==> config.mk <==
export PLATFORM = sky130hd
export DESIGN_NAME = fifo_wr_arbiter
export DESIGN_NICKNAME = d
export VERILOG_FILES = /design/src/rtl/fifo_wr_arbiter.sv
export SDC_FILE = /design/constraint.sdc
export NUM_CORES = 1
export LEC_CHECK = 0
export BUFFER_PORTS_ARGS = -buffer_cell sky130_fd_sc_hd__buf_2
export CAP_MARGIN = 25
export CORE_AREA = 8 8 62 64
export CTS_CLUSTER_DIAMETER = 200
export CTS_CLUSTER_SIZE = 30
export DETAILED_ROUTE_END_ITERATION = 16
export DIE_AREA = 0 0 70 72
export PLACE_DENSITY = 0.82
export SYNTH_ARGS = -nofsm -noshare
export SYNTH_HDL_FRONTEND = slang
export SYNTH_SLANG_ARGS = --single-unit
==> constraint.sdc <==
create_clock -name clk -period 3.1 [get_ports clk]
set_input_delay 0.31 -clock clk [delete_from_list [all_inputs] [get_ports clk]]
set_output_delay 0.31 -clock clk [all_outputs]
set_load 0.02 [all_outputs]
==> src/rtl/fifo_wr_arbiter.sv <==
// Round-robin arbiter sharing one FIFO write port between NUM_REQ valid/ready producers,
// with optional bursts of up to MAX_BURST consecutive words per grant.
module fifo_wr_arbiter #(
  parameter int WIDTH     = 8,
  parameter int NUM_REQ   = 4,
  parameter int MAX_BURST = 4,
  localparam int SEL_W    = (NUM_REQ > 1) ? $clog2(NUM_REQ) : 1
) (
  input  logic                     clk,
  input  logic                     rst,
  input  logic [NUM_REQ-1:0]       req_valid,
  input  logic [NUM_REQ*WIDTH-1:0] req_data,
  output logic [NUM_REQ-1:0]       req_ready,
  output logic                     fifo_wr_en,
  output logic [WIDTH-1:0]         fifo_data_in,
  input  logic                     fifo_full,
  output logic [SEL_W-1:0]         fifo_wr_src,
  output logic                     burst_active
);

  // Handshake: a word from requester i moves when req_valid[i] & req_ready[i] on a rising
  // edge; ready never depends on a requester dropping valid, and is low while the FIFO is full.
  typedef enum logic {IDLE, BURST} state_t;

  state_t           state, state_nxt;
  logic [SEL_W-1:0] rr_ptr, rr_ptr_nxt;
  logic [SEL_W-1:0] owner, owner_nxt;
  logic [7:0]       cnt, cnt_nxt;

  logic [SEL_W-1:0] grant;
  logic [SEL_W-1:0] cand;
  logic             has_grant;
  logic             xfer;
  logic             last_beat;
  int               idx;

  function automatic logic [SEL_W-1:0] wrap_inc(input logic [SEL_W-1:0] v);
    return (int'(v) == NUM_REQ - 1) ? '0 : v + 1'b1;
  endfunction

  // Grant selection: owner during a burst, else first valid requester from rr_ptr onward.
  always_comb begin
    grant     = '0;
    cand      = '0;
    has_grant = 1'b0;
    idx       = 0;
    if (state == BURST) begin
      grant     = owner;
      has_grant = 1'b1;
    end else begin
      for (int k = 0; k < NUM_REQ; k++) begin
        idx = int'(rr_ptr) + k;
        if (idx >= NUM_REQ) idx = idx - NUM_REQ;
        cand = SEL_W'(idx);
        if (!has_grant && req_valid[cand]) begin
          has_grant = 1'b1;
          grant     = cand;
        end
      end
    end
  end

  assign xfer      = has_grant & req_valid[grant] & ~fifo_full & ~rst;
  assign last_beat = (({1'b0, cnt} + 9'd1) == 9'(MAX_BURST));

  always_comb begin
    req_ready = '0;
    for (int i = 0; i < NUM_REQ; i++) begin
      req_ready[i] = has_grant & (grant == SEL_W'(i)) & ~fifo_full & ~rst;
    end
    fifo_wr_en   = xfer;
    fifo_data_in = xfer ? req_data[int'(grant)*WIDTH +: WIDTH] : '0;
    fifo_wr_src  = xfer ? grant : '0;
    burst_active = (state == BURST) & ~rst;
  end

  always_comb begin
    state_nxt  = state;
    rr_ptr_nxt = rr_ptr;
    owner_nxt  = owner;
    cnt_nxt    = cnt;
    case (state)
      IDLE: begin
        if (xfer) begin
          if (MAX_BURST > 1) begin
            state_nxt = BURST;
            owner_nxt = grant;
            cnt_nxt   = 8'd1;
          end else begin
            rr_ptr_nxt = wrap_inc(grant);
          end
        end
      end
      BURST: begin
        // Owner dropping valid costs one dead cycle; a full FIFO simply holds everything.
        if (!req_valid[owner] || (xfer && last_beat)) begin
          state_nxt  = IDLE;
          cnt_nxt    = '0;
          rr_ptr_nxt = wrap_inc(owner);
        end else if (xfer) begin
          cnt_nxt = cnt + 8'd1;
        end
      end
      default: state_nxt = IDLE;
    endcase
  end

  always_ff @(posedge clk) begin
    if (rst) begin
      state  <= IDLE;
      rr_ptr <= '0;
      owner  <= '0;
      cnt    <= '0;
    end else begin
      state  <= state_nxt;
      rr_ptr <= rr_ptr_nxt;
      owner  <= owner_nxt;
      cnt    <= cnt_nxt;
    end
  end

endmodule

# [Word level (Yosys, flattened, before mapping)]
# Cells that the tools add are included.
# W data, S select, Z words.
[totals] in_bits=39 register_bits=13 elab_cells=110
[op_classes] n_addsub=10 n_bitwise=19 magnitude_cmp=10 shift=1 eq_ne=8 n_mux=45 reduce_logical=13
[op_table] operator="$mux W2" count=17
[op_table] operator="$mux W8" count=4
[op_table] operator="$shiftx A32 B6 Y8" count=1
[op_table] operator="$lt A2 B3 Y1 const B" count=6
[op_table] operator="$and A1 B1 Y1" count=16
[op_table] operator="$mux W1" count=16
[op_table] operator="$pmux W8 S2" count=1
[op_table] operator="$bmux W1 S2" count=6
[op_table] operator="$add A8 B1 Y9 const B" count=1
[op_table] operator="$eq A9 B3 Y1 const B" count=1
[op_table] operator="$ge A3 B3 Y1 const B" count=3
[op_table] operator="$add A8 B1 Y8 const B" count=1
[op_table] operator="$sub A2 B1 Y2 const B" count=4
[op_table] operator="$add A2 B2 Y3 const B" count=2
[op_table] operator="$reduce_and A2 Y1" count=3
[op_table] operator="$eq A2 B1 Y1 const B" count=2
[op_table] operator="$eq A2 B2 Y1 const B" count=2
[op_table] operator="$logic_and A1 B1 Y1" count=4
[op_table] operator="$logic_not A1 Y1" count=4
[op_table] operator="$add A2 B1 Y3 const B" count=1
[op_table] operator="$ge A2 B3 Y1 const B" count=1
[op_table] operator="$ne A3 B1 Y1 const B" count=1
[op_table] operator="$not A1 Y1" count=3
[op_table] operator="$add A2 B1 Y2 const B" count=1
[op_table] operator="other kinds (5)" count=5

# [Logic depth before layout (Yosys ltp)]
[depth] word_depth=28 mapped_depth=9 mapped_depth_nobuf=8

# [Worst setup path before layout]
# Ideal clock, no wire load.
[synth_timing] path_type="input -> output" startpoint="input port req_valid[1]" endpoint="output port fifo_data_in[1]" cell_stages=6 t_arrival_ns=2.093 required_time_ns=2.790 path_buffers=2 setup_slack_ns=0.697 path_cell_list="clkbuf_1 -> o311ai_2 -> o21a_1 -> buf_2 -> mux4_2 -> and3_1"
[synth_via] elab_chain_cells=22
[synth_lines] item="start: declaration" line="11" source="input logic [NUM_REQ-1:0] req_valid,"
[synth_lines] item="$bmux W1 S2" line="55" source="if (!has_grant && req_valid[cand]) begin"
[synth_lines] item="$mux W1 (implied by the code)" line="55"
[synth_lines] item="$mux W1" line="55"
[synth_lines] item="$mux W1" line="47" source="if (state == BURST) begin"
[synth_lines] item="$logic_not A1 Y1" line="55"
[synth_lines] item="$logic_and A1 B1 Y1" line="55"
[synth_lines] item="$mux W1" line="55"
[synth_lines] item="$mux W1" line="47"
[synth_lines] item="[4 not listed]"
[synth_lines] item="$logic_not A1 Y1" line="55"
[synth_lines] item="$logic_and A1 B1 Y1" line="55"
[synth_lines] item="$mux W2" line="55"
[synth_lines] item="$mux W2" line="47"
[synth_lines] item="$bmux W1 S2" line="63" source="assign xfer = has_grant & req_valid[grant] & ~fifo_full & ~rst;"
[synth_lines] item="$mux W1 (implied by the code)" line="63"
[synth_lines] item="$and A1 B1 Y1 (3 in series)" line="63"
[synth_lines] item="$mux W8 (*)" line="72" source="fifo_data_in = xfer ? req_data[int'(grant)*WIDTH +: WIDTH] : '0;"
[synth_lines] item="end: declaration" line="15" source="output logic [WIDTH-1:0] fifo_data_in,"
# Every way passes the cells marked *; elsewhere a longest branch is shown, timed or not. The select of a mux whose other input is x is not followed.

# [Worst setup path in the final report]
[layout_timing] startpoint="register rr_ptr[1]" endpoint="output port fifo_wr_en"
[layout_via] elab_chain_cells=24
[layout_lines] item="start: declaration" line="26" source="logic [SEL_W-1:0] rr_ptr, rr_ptr_nxt;"
[layout_lines] item="start signal: assignment" line="116" source="rr_ptr <= rr_ptr_nxt;"
[layout_lines] item="$ge A2 B3 Y1 / $sub A2 B1 Y2 (equally long branches)" line="53" source="if (idx >= NUM_REQ) idx = idx - NUM_REQ;"
[layout_lines] item="$mux W2" line="53"
[layout_lines] item="$mux W2" line="47"
[layout_lines] item="$bmux W1 S2" line="55"
[layout_lines] item="$mux W1 (implied by the code)" line="55"
[layout_lines] item="$mux W1" line="55"
[layout_lines] item="$mux W1" line="47"
[layout_lines] item="$logic_not A1 Y1" line="55"
[layout_lines] item="[6 not listed]"
[layout_lines] item="$mux W1" line="47"
[layout_lines] item="$logic_not A1 Y1" line="55"
[layout_lines] item="$logic_and A1 B1 Y1" line="55"
[layout_lines] item="$mux W2" line="55"
[layout_lines] item="$mux W2" line="47"
[layout_lines] item="$bmux W1 S2" line="63"
[layout_lines] item="$mux W1 (implied by the code)" line="63"
[layout_lines] item="$and A1 B1 Y1 (*) (3 in series)" line="63"
[layout_lines] item="end: declaration" line="14" source="output logic fifo_wr_en,"
# Marked as above.

==> flow_summary.toml <==
[status]
run_status = "finished, final reports clean"

[detailed_routing]
dr.pass1.iters = 4
via_per_inst = 5.710
drc = 0
wl_per_cell_um = 14.79
wirelength_um = 3565
drt_iter0_markers = 50
ant_nets = 0
route.vias.total = 1376

[synthesis]
yosysWarningCount = 0
synth-compound-area-share_pct = 24.61
synth_top_area_cell = "dfxtp_1"
synth_top_family_by_area = "simple AND/OR/NAND/NOR gates"
async_reset_ff_share_pct = 0
netlist_area_um2 = 1271
yosys.area_share.simple_pct = 28.74
synthMuxAreaShare_pct = 18.21
synthCells = 156
postSynthNetCount = 198
synth_seq_cells = 13
synth-main-ff-cell = "dfxtp_1"
avgSynthCellArea_um2 = 8.149
synth_edf_count = 0
yosysTopAreaCellShare_pct = 20.47
synth_xor_area_share_pct = 0.6890
synth.area.top_cells = "dfxtp_1 (20%), mux4_2 (14%), nand2_1 (6.8%)"
yosys.area_share.adder_pct = 2.953
synth-seq-area-share_pct = 20.47
yosys.cell_types.count = 44

[cts]
numCtsBuffers = 3
cts_tree = "yes"
htreeDepth = 1
ctsResizeCount = 0
cts_setup_buffers = 0
clk_pin_slew_ns = 0.08
cts-root-buf = "clkbuf_4"
insertion_delay_ns = 0.27
cts.path.max_buffers = 2
clock-sinks = 13
cts_hold_buffers = 0

[min_path]
min_path_type = "in2reg"

[sta]
post-route-period-util_pct = 91.41
final.min_clock_period_ns = 2.834
fin_tns_setup_ns = 0
setup_viol = 0
drv_slew = 0
fmax_mhz = 352.9
skew_ns = 0.006088
worstMarginPinSlew_ns = 0.4876
grt_setup_unrepaired = "no"
relSlewSlack_pct = 67.49
worst_hold_slack_ns = 0.3380
hold_violations = 0

[floorplan]
die_h_um = 72
dieArea_um2 = 5040
chipWidth_um = 70
initial_core_util_pct = 43.79
fp-row-count = 20
coreArea_um2 = 2903
io_pins = 55

[worst_setup_path]
cp_num_buf_inv = 2
critPathKind = "reg2out"
crit_fanout = 16
reg2reg_slack_ns = 0.52
crit_path_end_kind = "primary output"
cp_cell_sequence = "mux2i_1, o221ai_1, o21ai_4, o31a_1, nand2_1, inv_1, buf_2"
cpLargestDelayFamily = "compound AO/OA/AOI/OAI gates"
arrival_ns = 2.52
cp-start-kind = "flop"
crit_slowest_cell = "o31a_1"
required_ns = 2.79
critPathMaxStageDelay_ns = 0.52

[power]
peakVddDrop_mv = 0.1791
p_sw_share_pct = 32.94
leakage_nw = 0.7282
powerDensity_nw_per_um2 = 277.3
switchingPower_mw = 0.1461
internal-power_mw = 0.2976
power_frac_clock_pct = 23.6
power_frac_comb_pct = 36.2
seqPwrFrac_pct = 40.2

[layout]
layout_common_cells = "buf_2 (54), nand2_1 (23), nor2_1 (14)"
fill_cells = 293
n_antenna_cell = 0
final_common_cell = "buf_2"
layout-drive-gt1-share_pct = 36.06
areaGrowthSynthToFinish_pct = 25.89
multi_input_area_um2 = 968.4
nets = 251
fin_util_pct = 55.13
regArea_um2 = 260.3

[grt]
grt_max_degree = 17
grt_pass1_vias = 1277
grt_util_all_layers_pct = 12.89
grt_remaining_overflow = 0
antenna_found_initial = 0
grt_pass1_wl_um = 5526

[placed_design]
globalplace.congestion = 0.8396
port_buffers = 54
hpwl_um = 2791

[flow_run]
maxCapViolations = 0
## metal layers
| metal | vias to the layer above | share of wire (%) | global-route usage (%) |
|---|---|---|---|
| li1 | 682 | - | - |
| met1 | 642 | 40 | 13.54 |
| met2 | 48 | 53 | 24.67 |
| met3 | 4 | 5.6 | 2.729 |
| met4 | 0 | 0.67 | 4.464 |
| met5 | - | 0 | 0 |
## worst reg2reg max path: cells and delay by family (launching register included)
family	cells	cell delay, ns
AOI/OAI and AO/OA	5	1.38
DFF	1	0.47
muxes	1	0.22
and+or+nand+nor	1	0.46
## final timing paths
kind | from | endpoint | cells past startpoint
setup / recovery | rr_ptr[1] | fifo_wr_en | 7
hold reg to reg | cnt[2] | cnt[2] | 2
hold / removal | rst | owner[1] | 2
setup reg to reg | rr_ptr[1] | cnt[4] | 7
## cell usage after synthesis (all sizes together) (2+ instances only)
library cell,instances
a21o,4
a21oi,7
a22o,2
a31oi,2
and3,11
buf,2
clkbuf,5
dfxtp,13
ha,3
inv,6
mux2i,4
mux4,8
nand2,23
nand2b,4
nand3,7
nor2,14
nor2b,4
nor3,3
o211ai,2
o21a,4
o21ai,7
or2,2
or3,2
## state kept, by name (all words and copies together), names as in the netlist
name,flops
cnt,8
owner,2
rr_ptr,2
state,1
## metrics by stage
stage | area (µm²) | instances | total power [mW] | setup slack (ns)
floorplan | 1271 | 156 | 0.2885 | 0.6965
global route | 1600 | 241 | 0.4684 | 0.06698
detailed placement | 1562 | 237 | 0.3394 | 0.4395
finish | 1600 | 241 | 0.4437 | 0.2663
CTS | 1588 | 241 | 0.4478 | 0.1241
global placement | 1562 | 237 | 0.3369 | 0.5299
## cell type report
cell class,instances,area share (%)
multi-input cells,129,60.52
clock buffers,4,1.642
flip-flops and latches,13,16.26
repair buffers,55,17.36
well taps,33,2.580
inverters,7,1.642
## cells by family after synthesis
family	count (synthesis)
AO/OA/AOI/OAI	39
flip-flops	13
XOR/XNOR	1
multiplexers	13
adder cells (fa/ha/maj)	3
AND/OR/NAND/NOR	73
buffers and inverters	14
## power groups by stage
stage	combinational, mW	sequential (mW)	clock, mW
after global placement	0.155	0.182	0
after CTS	0.158	0.178	0.111
after global routing	0.174	0.180	0.115
after floorplan	0.110	0.178	0
final	0.161	0.178	0.105
after detailed placement	0.157	0.182	0
Note: power is estimated with default switching activity, not from simulation.
